===== src/rtl/shift_serializer_tx.sv =====
// Parallel-in, serial-out transmitter with a valid/ready word interface.
// Bit order is latched per word; an optional idle gap separates consecutive words.
module shift_serializer_tx #(
  parameter int WIDTH      = 8,
  parameter int GAP_CYCLES = 1
) (
  input  logic             clk,
  input  logic             rst_n,
  input  logic             enable,
  input  logic             lsb_first,
  input  logic [WIDTH-1:0] data_in,
  input  logic             data_valid,
  output logic             data_ready,
  output logic             serial_out,
  output logic             frame,
  output logic             first_bit,
  output logic             last_bit,
  output logic             busy
);

  localparam int CNT_W = $clog2(WIDTH);
  localparam logic [CNT_W-1:0] LAST_IDX = CNT_W'(WIDTH - 1);
  localparam logic [3:0]       GAP_LAST = 4'((GAP_CYCLES > 0) ? GAP_CYCLES - 1 : 0);

  typedef enum logic [1:0] {
    IDLE  = 2'd0,
    SHIFT = 2'd1,
    GAP   = 2'd2
  } state_t;

  state_t           state;
  state_t           state_nxt;
  logic [WIDTH-1:0] shreg;
  logic [CNT_W-1:0] bit_cnt;
  logic [3:0]       gap_cnt;
  logic             order;
  logic             word_end;
  logic             xfer;

  assign word_end = (state == SHIFT) && (bit_cnt == LAST_IDX);
  assign xfer     = data_valid && data_ready;

  always_ff @(posedge clk or negedge rst_n) begin
    if (!rst_n) begin
      state <= IDLE;
    end else if (enable) begin
      state <= state_nxt;
    end
  end

  always_comb begin
    state_nxt = state;
    case (state)
      IDLE: begin
        if (xfer) state_nxt = SHIFT;
      end
      SHIFT: begin
        if (word_end) begin
          if (xfer)                 state_nxt = SHIFT;
          else if (GAP_CYCLES > 0)  state_nxt = GAP;
          else                      state_nxt = IDLE;
        end
      end
      GAP: begin
        if (gap_cnt == GAP_LAST) state_nxt = IDLE;
      end
      default: state_nxt = IDLE;
    endcase
  end

  // Datapath: load on transfer, otherwise shift toward the selected output end
  always_ff @(posedge clk or negedge rst_n) begin
    if (!rst_n) begin
      shreg   <= '0;
      bit_cnt <= '0;
      gap_cnt <= '0;
      order   <= 1'b0;
    end else if (enable) begin
      if (xfer) begin
        shreg   <= data_in;
        order   <= lsb_first;
        bit_cnt <= '0;
      end else if (state == SHIFT) begin
        shreg   <= order ? (shreg >> 1) : (shreg << 1);
        bit_cnt <= word_end ? '0 : bit_cnt + CNT_W'(1);
      end
      if (state == GAP) begin
        gap_cnt <= (gap_cnt == GAP_LAST) ? 4'd0 : gap_cnt + 4'd1;
      end else begin
        gap_cnt <= 4'd0;
      end
    end
  end

  // Outputs decode registered state only; data_in never reaches serial_out directly
  always_comb begin
    serial_out = 1'b0;
    frame      = 1'b0;
    first_bit  = 1'b0;
    last_bit   = 1'b0;
    busy       = 1'b0;
    case (state)
      SHIFT: begin
        serial_out = order ? shreg[0] : shreg[WIDTH-1];
        frame      = 1'b1;
        first_bit  = (bit_cnt == '0);
        last_bit   = word_end;
        busy       = 1'b1;
      end
      GAP: begin
        busy = 1'b1;
      end
      default: begin
        busy = 1'b0;
      end
    endcase
    data_ready = enable && ((state == IDLE) || ((GAP_CYCLES == 0) && word_end));
  end

endmodule


===== config.mk =====
export PLATFORM = sky130hd
export DESIGN_NAME = shift_serializer_tx
export DESIGN_NICKNAME = d
export VERILOG_FILES = /design/src/rtl/shift_serializer_tx.sv
export SDC_FILE = /design/constraint.sdc
export NUM_CORES = 1
export LEC_CHECK = 0
export CAP_MARGIN = 10
export CORE_ASPECT_RATIO = 0.8
export CORE_UTILIZATION = 45
export CTS_CLUSTER_DIAMETER = 60
export DETAILED_ROUTE_END_ITERATION = 6
export GPL_ROUTABILITY_DRIVEN = 0
export PLACE_DENSITY = 0.69
export REMOVE_ABC_BUFFERS = 1
export SYNTH_ARGS = -nofsm -noshare
export SYNTH_HDL_FRONTEND = slang
export SYNTH_SLANG_ARGS = --single-unit

===== constraint.sdc =====
create_clock -name clk -period 4.49 [get_ports clk]
set_clock_uncertainty 0.05 [all_clocks]
set_input_delay 0.449 -clock clk [delete_from_list [all_inputs] [get_ports clk]]
set_output_delay 0.449 -clock clk [all_outputs]
set_load 0.02 [all_outputs]

==> results of run 1 <==
[through the flow]
step	power, mW	setup slack (ps)	hold WS (ps)
after floorplan	0.503	2660	103
after global placement	0.605	1810	452
after detailed placement	0.616	1800	477
after CTS	0.720	1800	502
after global routing	0.774	1720	528
final	0.711	1800	495
[registers in the layout (all words and copies together), names as in the netlist]
name	cells
shreg	8
gap_cnt	4
bit_cnt	3
state	2
order	1
[area by class of cell]
| class | count | area [um^2] | share of cell area |
|---|---|---|---|
| sequential | 18 | 450 | 0.331 |
| timing repair buffer | 18 | 180 | 0.132 |
| multi-input combinational | 81 | 626 | 0.460 |
| inverter | 7 | 26.3 | 0.0193 |
| tap | 34 | 42.5 | 0.0312 |
| clock buffer | 4 | 36.3 | 0.0267 |
[cell usage after synthesis (all sizes together)]
cell type / n
mux2i: 8
nor2: 6
and3: 1
mux2: 8
a211o: 1
dfrtp: 18
inv: 7
ha: 9
a21o: 1
and4: 1
a22oi: 1
nand4: 8
nand2: 9
clkbuf: 3
a2111oi: 1
a41oi: 1
buf: 4
nor2b: 3
a21oi: 5
and2: 2
nand3: 1
or3b: 2
o21ai: 9
xor2: 2
nand4b: 2
[cell usage in the layout, fill, tap and decap left out]
cell             netlist  layout
mux2_2                 7       7
a21oi_1                5       5
a2111oi_4              1       1
and3_1                 1       1
a21o_1                 1       1
ha_1                   9       9
nand4_1                8       8
clkdlybuf4s50_1        0      18
mux2i_1                8       8
inv_1                  7       7
nand4b_1               2       2
nor2b_1                3       3
a41oi_1                1       1
clkbuf_4               0       3
nand3_1                1       1
and2_1                 2       2
dfrtp_1               18      18
a22oi_1                1       1
or3b_2                 1       1
or3b_4                 1       1
a211o_1                1       1
nand2_1                9       9
mux2_1                 1       1
clkbuf_8               0       1
nor2_1                 6       6
xor2_1                 2       2
o21ai_0                9       9
and4_1                 1       1
[report_power, final]
part	switching, mW	internal, mW
Clock	0.0518	0.0495
Combinational	0.163	0.175
Sequential	0.0563	0.214
[how the worst max path moves through the flow]
stage / start / end / slack (ps) / cells after the start
final: enable / data_ready / 1800 / 3
after CTS: enable / data_ready / 1800 / 3
after global placement: enable / data_ready / 1810 / 3
after detailed placement: enable / data_ready / 1800 / 3
after floorplan: gap_cnt[0] / state[0] / 2660 / 5
after global routing: enable / data_ready / 1720 / 3
[metal layers]
| layer | vias to the layer above | GRT usage | routed length, um |
|---|---|---|---|
| li1 | 427 | - | - |
| met1 | 408 | 0.238 | 1060 |
| met2 | 18 | 0.315 | 974 |
| met3 | 2 | 0.0579 | 80 |
| met4 | 0 | 0.0429 | 14 |
| met5 | - | 0 | 0 |
[logic make-up (layout without fill, tap and decap cells)]
| family | Yosys count | in the layout |
|---|---|---|
| simple gates | 35 | 35 |
| compound gates | 19 | 19 |
| flops | 18 | 18 |
| mux | 16 | 16 |
| buf+inv | 14 | 29 |
| fa+ha+maj | 9 | 9 |
| xor+xnor | 2 | 2 |
==> summary.txt, run 1 <==
Detailed routing
  • Drt total wl: 2.13 mm
  • First-pass iteration count of the detailed router: 4
  • DR DRC count: 0
  • DR WL/cell: 13.2 um
  • Iteration-0 DRC Markers: 16
  • DR vias: between 800 and 900
  • Final ANT Viol Nets: 0
  • Vias per inst: around 5.3

Pwr
  • VDD IR-drop max: between 0.0002 and 0.0003 V
  • P_leak: between 0.6 and 0.7 nW
  • Pwr/cell area: around 520 mW/mm^2

Layout
  • Nets: approximately 150
  • Final Core Density: 0.599
  • Antenna diodes: 0
  • Finished Cell Area: 0.00136 mm^2
  • Fraction of layout cells with a size suffix above 1: 0.109
  • Fill cells: 209
  • Finished Layout Cells: 162
  • Syn-to-layout area delta: 20.1%

Place
  • Placed insts: 158
  • DP Area: roughly 0.0013 mm^2
  • Detail Placement HPWL: ~1.6 mm
  • IO Port Bufs: 18

STA
  • RSZ-0062 raised after global routing: no
  • Pins Over Slew Limit: 0
  • Min cycle time layout: 2690 ps
  • Max Freq: between 0.3 and 0.4 GHz
  • Setup TNS after final layout: 0 ps
  • Fin. Hold Viols: 0
  • Max_slew headroom: 0.458
  • Tcrit/Tclk final: 0.600
  • Setup violations, final: 0
  • Measured slew at the worst slew-check pin: 811 ps

Clock tree
  • Clock Path Buffers: 2
  • Clock-pin slew on the worst setup and hold paths: ~100 ps
  • Post-CTS setup buffers: 0
  • Num Clock Sinks: 18
  • CTS tree: built
  • CTS resizes: 0
  • Hold_buf cts: 0
  • Root Driver: clkbuf_4
  • Clk Latency, worst-skew pair: approximately 290 ps
  • CTS Buf Count: 3
  • CTS H-tree lvls: 1

Floorplanning
  • Vertical die dimension: ~47 um
  • Die Span X: 58.1 um
  • Core Area: 0.00227 mm^2
  • Top Ports: 19
  • FP Rows: 15
  • Die footprint: 0.00273 mm^2
  • Starting Density: 0.499

Critical path
  • RR Endpoint: shreg[7]
  • CP max stage delay: just over 900 ps
  • Data required time of the critical path: 3990 ps
  • FF-to-FF setup slack: 2500 ps
  • CP bufs+invs: 2
  • Reg2Reg Launch Point: state[0]
  • Most frequent cell on the critical path: clkdlybuf4s50_1
  • Critical path class: in -> out
  • CP max stage cell: clkdlybuf4s50_1
  • R2R depth: 5
  • CP max FO: 23
  • Critical path endpoint category: output pin
  • Critical path's top delay family: buffers and inverters
  • CP Cell Sequence: clkdlybuf4s50_1 > and2_1 > clkdlybuf4s50_1
  • Critical path launch point type: input port
  • Arrival time worst endpoint: 2190 ps

Synthesis
  • Post-Syn Area: between 0.001 and 0.0015 mm^2
  • Compound-Gate Fraction of Synth Area: 0.115
  • Share of the synthesized area in the top cell type: 0.397
  • Synth Area in XOR/XNOR: 0.0155
  • Netlist cell types: 27
  • Post-synth top area cell: dfrtp_1
  • Post-Synth Adder-Cell Area: 0.0993
  • Synth top area cells: dfrtp_1 40%, ha_1 9.9%, mux2i_1 7.1%
  • Mux cell area share after synthesis: 0.150
  • Post-synthesis area per instance: between 10 and 15 um^2
  • Simple-Gate Fraction of Synth Area: 0.172
  • Largest family of logic cells by synthesized area: simple AND/OR/NAND/NOR gates
  • Post-synthesis sequential area ratio: 0.397
  • Yosys warnings: 0
  • Register bit total from synthesis: 18
  • Syn Inst Count: about 110

Global routing
  • First-pass GRT wire length: around 3.6 mm
  • Largest net degree at the start of global routing: 24
  • GRT Residual Overflow: 0
  • Vias in the first global route: between 700 and 800
  • Initial antenna violation count: 0
  • All-Layer GR Usage: 0.186

Min path
  • Worst min-delay path category: reg -> reg
  • Worst Hold Path Cells: 1
  • Hold endpoint: state[0]
  • Worst Hold Launch: state[0]

Outcome
  • Outcome: complete, no violations

Flow run
  • Max cap viols: 0
(Power assumes the default switching activity.)
==> run 2, diff against run 1 <==
- PLACE_DENSITY: 0.69 -> 0.72
- clock period: 4.49 -> 2.4 ns (I/O delays scaled with it)
==> summary.txt, run 2 (synthesis results as in run 1) <==
Outcome
  • Outcome: complete, no violations

STA
  • Setup TNS after final layout: 0 ps
  • Pins Over Slew Limit: 0
  • Max Freq: between 0.4 and 0.5 GHz
  • Min cycle time layout: 2250 ps
  • Max_slew headroom: 0.443
  • Fin. Hold Viols: 0
  • Slack of the critical path: approximately 150 ps
  • RSZ-0062 raised after global routing: no
  • Tcrit/Tclk final: 0.936
  • Measured slew at the worst slew-check pin: between 800 and 900 ps
  • Setup violations, final: 0

Pwr
  • Combinational share of power: 0.491
  • P_leak: approximately 0.60 nW
  • Clock Power Share: 0.116
  • VDD IR-drop max: 0.000381 V
  • Sw Pwr: around 510 uW
  • Internal power: slightly below 800 uW
  • Net Sw Frac: 0.393
  • Sequential Power Share: 0.393
  • Pwr/cell area: between 900 and 1000 mW/mm^2

Layout
  • Fraction of layout cells with a size suffix above 1: 0.117
  • Antenna diodes: 0
  • Most frequent cells in the layout: 18 x dfrtp_1, 18 x clkdlybuf4s50_1, 9 x nand2_1, 9 x o21ai_0
  • Syn-to-layout area delta: 19.8%
  • Reg with most FFs: shreg
  • Fill cells: between 200 and 250
  • Largest registers: shreg (8), gap_cnt (4), bit_cnt (3)
  • Max reg flops: 8
  • Nets: ~150
  • Finished Layout Cells: ~160

Detailed routing
  • Iteration-0 DRC Markers: 19
  • DR WL/cell: between 10 and 15 um
  • DR DRC count: 0
  • Final ANT Viol Nets: 0
  • Drt total wl: about 2.3 mm
  • First-pass iteration count of the detailed router: 4
  • Vias per inst: ~5.4
  • DR vias: 875

Critical path
  • Arrival time worst endpoint: between 1500 and 2000 ps
  • Critical path class: reg -> out
  • Critical path endpoint category: output pin
  • CP max FO: 10
  • Data required time of the critical path: between 2000 and 2500 ps
  • Critical path launch point type: register

Clock tree
  • CTS Buf Count: 3
  • Num Clock Sinks: 18
  • Clk Latency, worst-skew pair: around 300 ps
  • Clock Path Buffers: 2
  • CTS tree: built
  • Post-CTS setup buffers: 0
  • Root Driver: clkbuf_4
  • CTS H-tree lvls: 1
  • Clock-pin slew on the worst setup and hold paths: 100 ps

Min path
  • Worst min-delay path category: in -> async

Place
  • Placed insts: 159
  • Detail Placement HPWL: approximately 1.6 mm
  • IO Port Bufs: 18
  • Worst slack at placement: 387 ps

Global routing
  • Initial antenna violation count: 0
  • Largest net degree at the start of global routing: 22
  • GRT Residual Overflow: 0
  • First-pass GRT wire length: 3.62 mm
  • Vias in the first global route: 780
  • All-Layer GR Usage: 0.184

Floorplanning
  • Vertical die dimension: 46.9 um
  • Starting Density: 0.499
  • FP Rows: 15
  • Top Ports: 19
  • Die footprint: about 0.0027 mm^2
  • Core Area: ~0.0023 mm^2
  • Die Span X: between 50 and 60 um

Flow run
  • Max cap viols: 0
## run 2: layout make-up
class,instances,area [um^2],share of cell area
multi-input cells,81,628,0.463
flip-flops and latches,18,450,0.332
repair buffers,19,188,0.138
well taps,34,42.5,0.0313
inverters,7,26.3,0.0194
clock buffers,3,22.5,0.0166
## run 2: stage by stage
step / utilization / power [mW] / hold WS, ps / instance area (um^2)
5_1_grt: 0.598 / 1.40 / 428 / 1360
4_1_cts: 0.597 / 1.31 / 385 / 1360
6_report: 0.598 / 1.31 / 359 / 1360
3_3_place_gp: 0.587 / 1.13 / 447 / 1330
3_5_place_dp: 0.587 / 1.16 / 469 / 1330
2_1_floorplan: - / 0.941 / -106 / 1100
## run 2: repair_timing
item,CTS,global route
endpoints found under the setup margin,0,1
gates resized for setup,0,1
hold buffers,0,0
endpoints found under the hold margin,0,0
## run 2: final timing paths
path	start	endpoint	slack [ps]	depth (start not counted)
max reg2reg	state[0]	shreg[3]	380	5
max	state[0]	data_ready	150	4
min	rst_n	bit_cnt[1]	360	1
min reg2reg	state[0]	state[0]	490	1
min in group clk	data_in[0]	shreg[0]	440	3
max in group asynchronous	rst_n	shreg[5]	1420	1
## run 2: worst max-delay path, cell delays in order, from the launching register on
cell	delay, ps
dfrtp_1	410
inv_1	110
ha_1	370
and2_1	180
clkdlybuf4s50_1	590
## run 2: power groups by stage
stage / clock, mW / sequential [mW] / combinational [mW]
final: 0.151 / 0.514 / 0.642
after floorplan: 0 / 0.481 / 0.460
after CTS: 0.161 / 0.512 / 0.642
after detailed placement: 0 / 0.518 / 0.640
after global placement: 0 / 0.511 / 0.621
after global routing: 0.165 / 0.528 / 0.708
## run 2: layer usage
metal,vias up,GRT usage,wire [um]
met2,17,0.306,1070
met3,5,0.0661,100
met1,425,0.227,1070
met5,-,0,0
li1,428,-,-
met4,0,0.0619,29
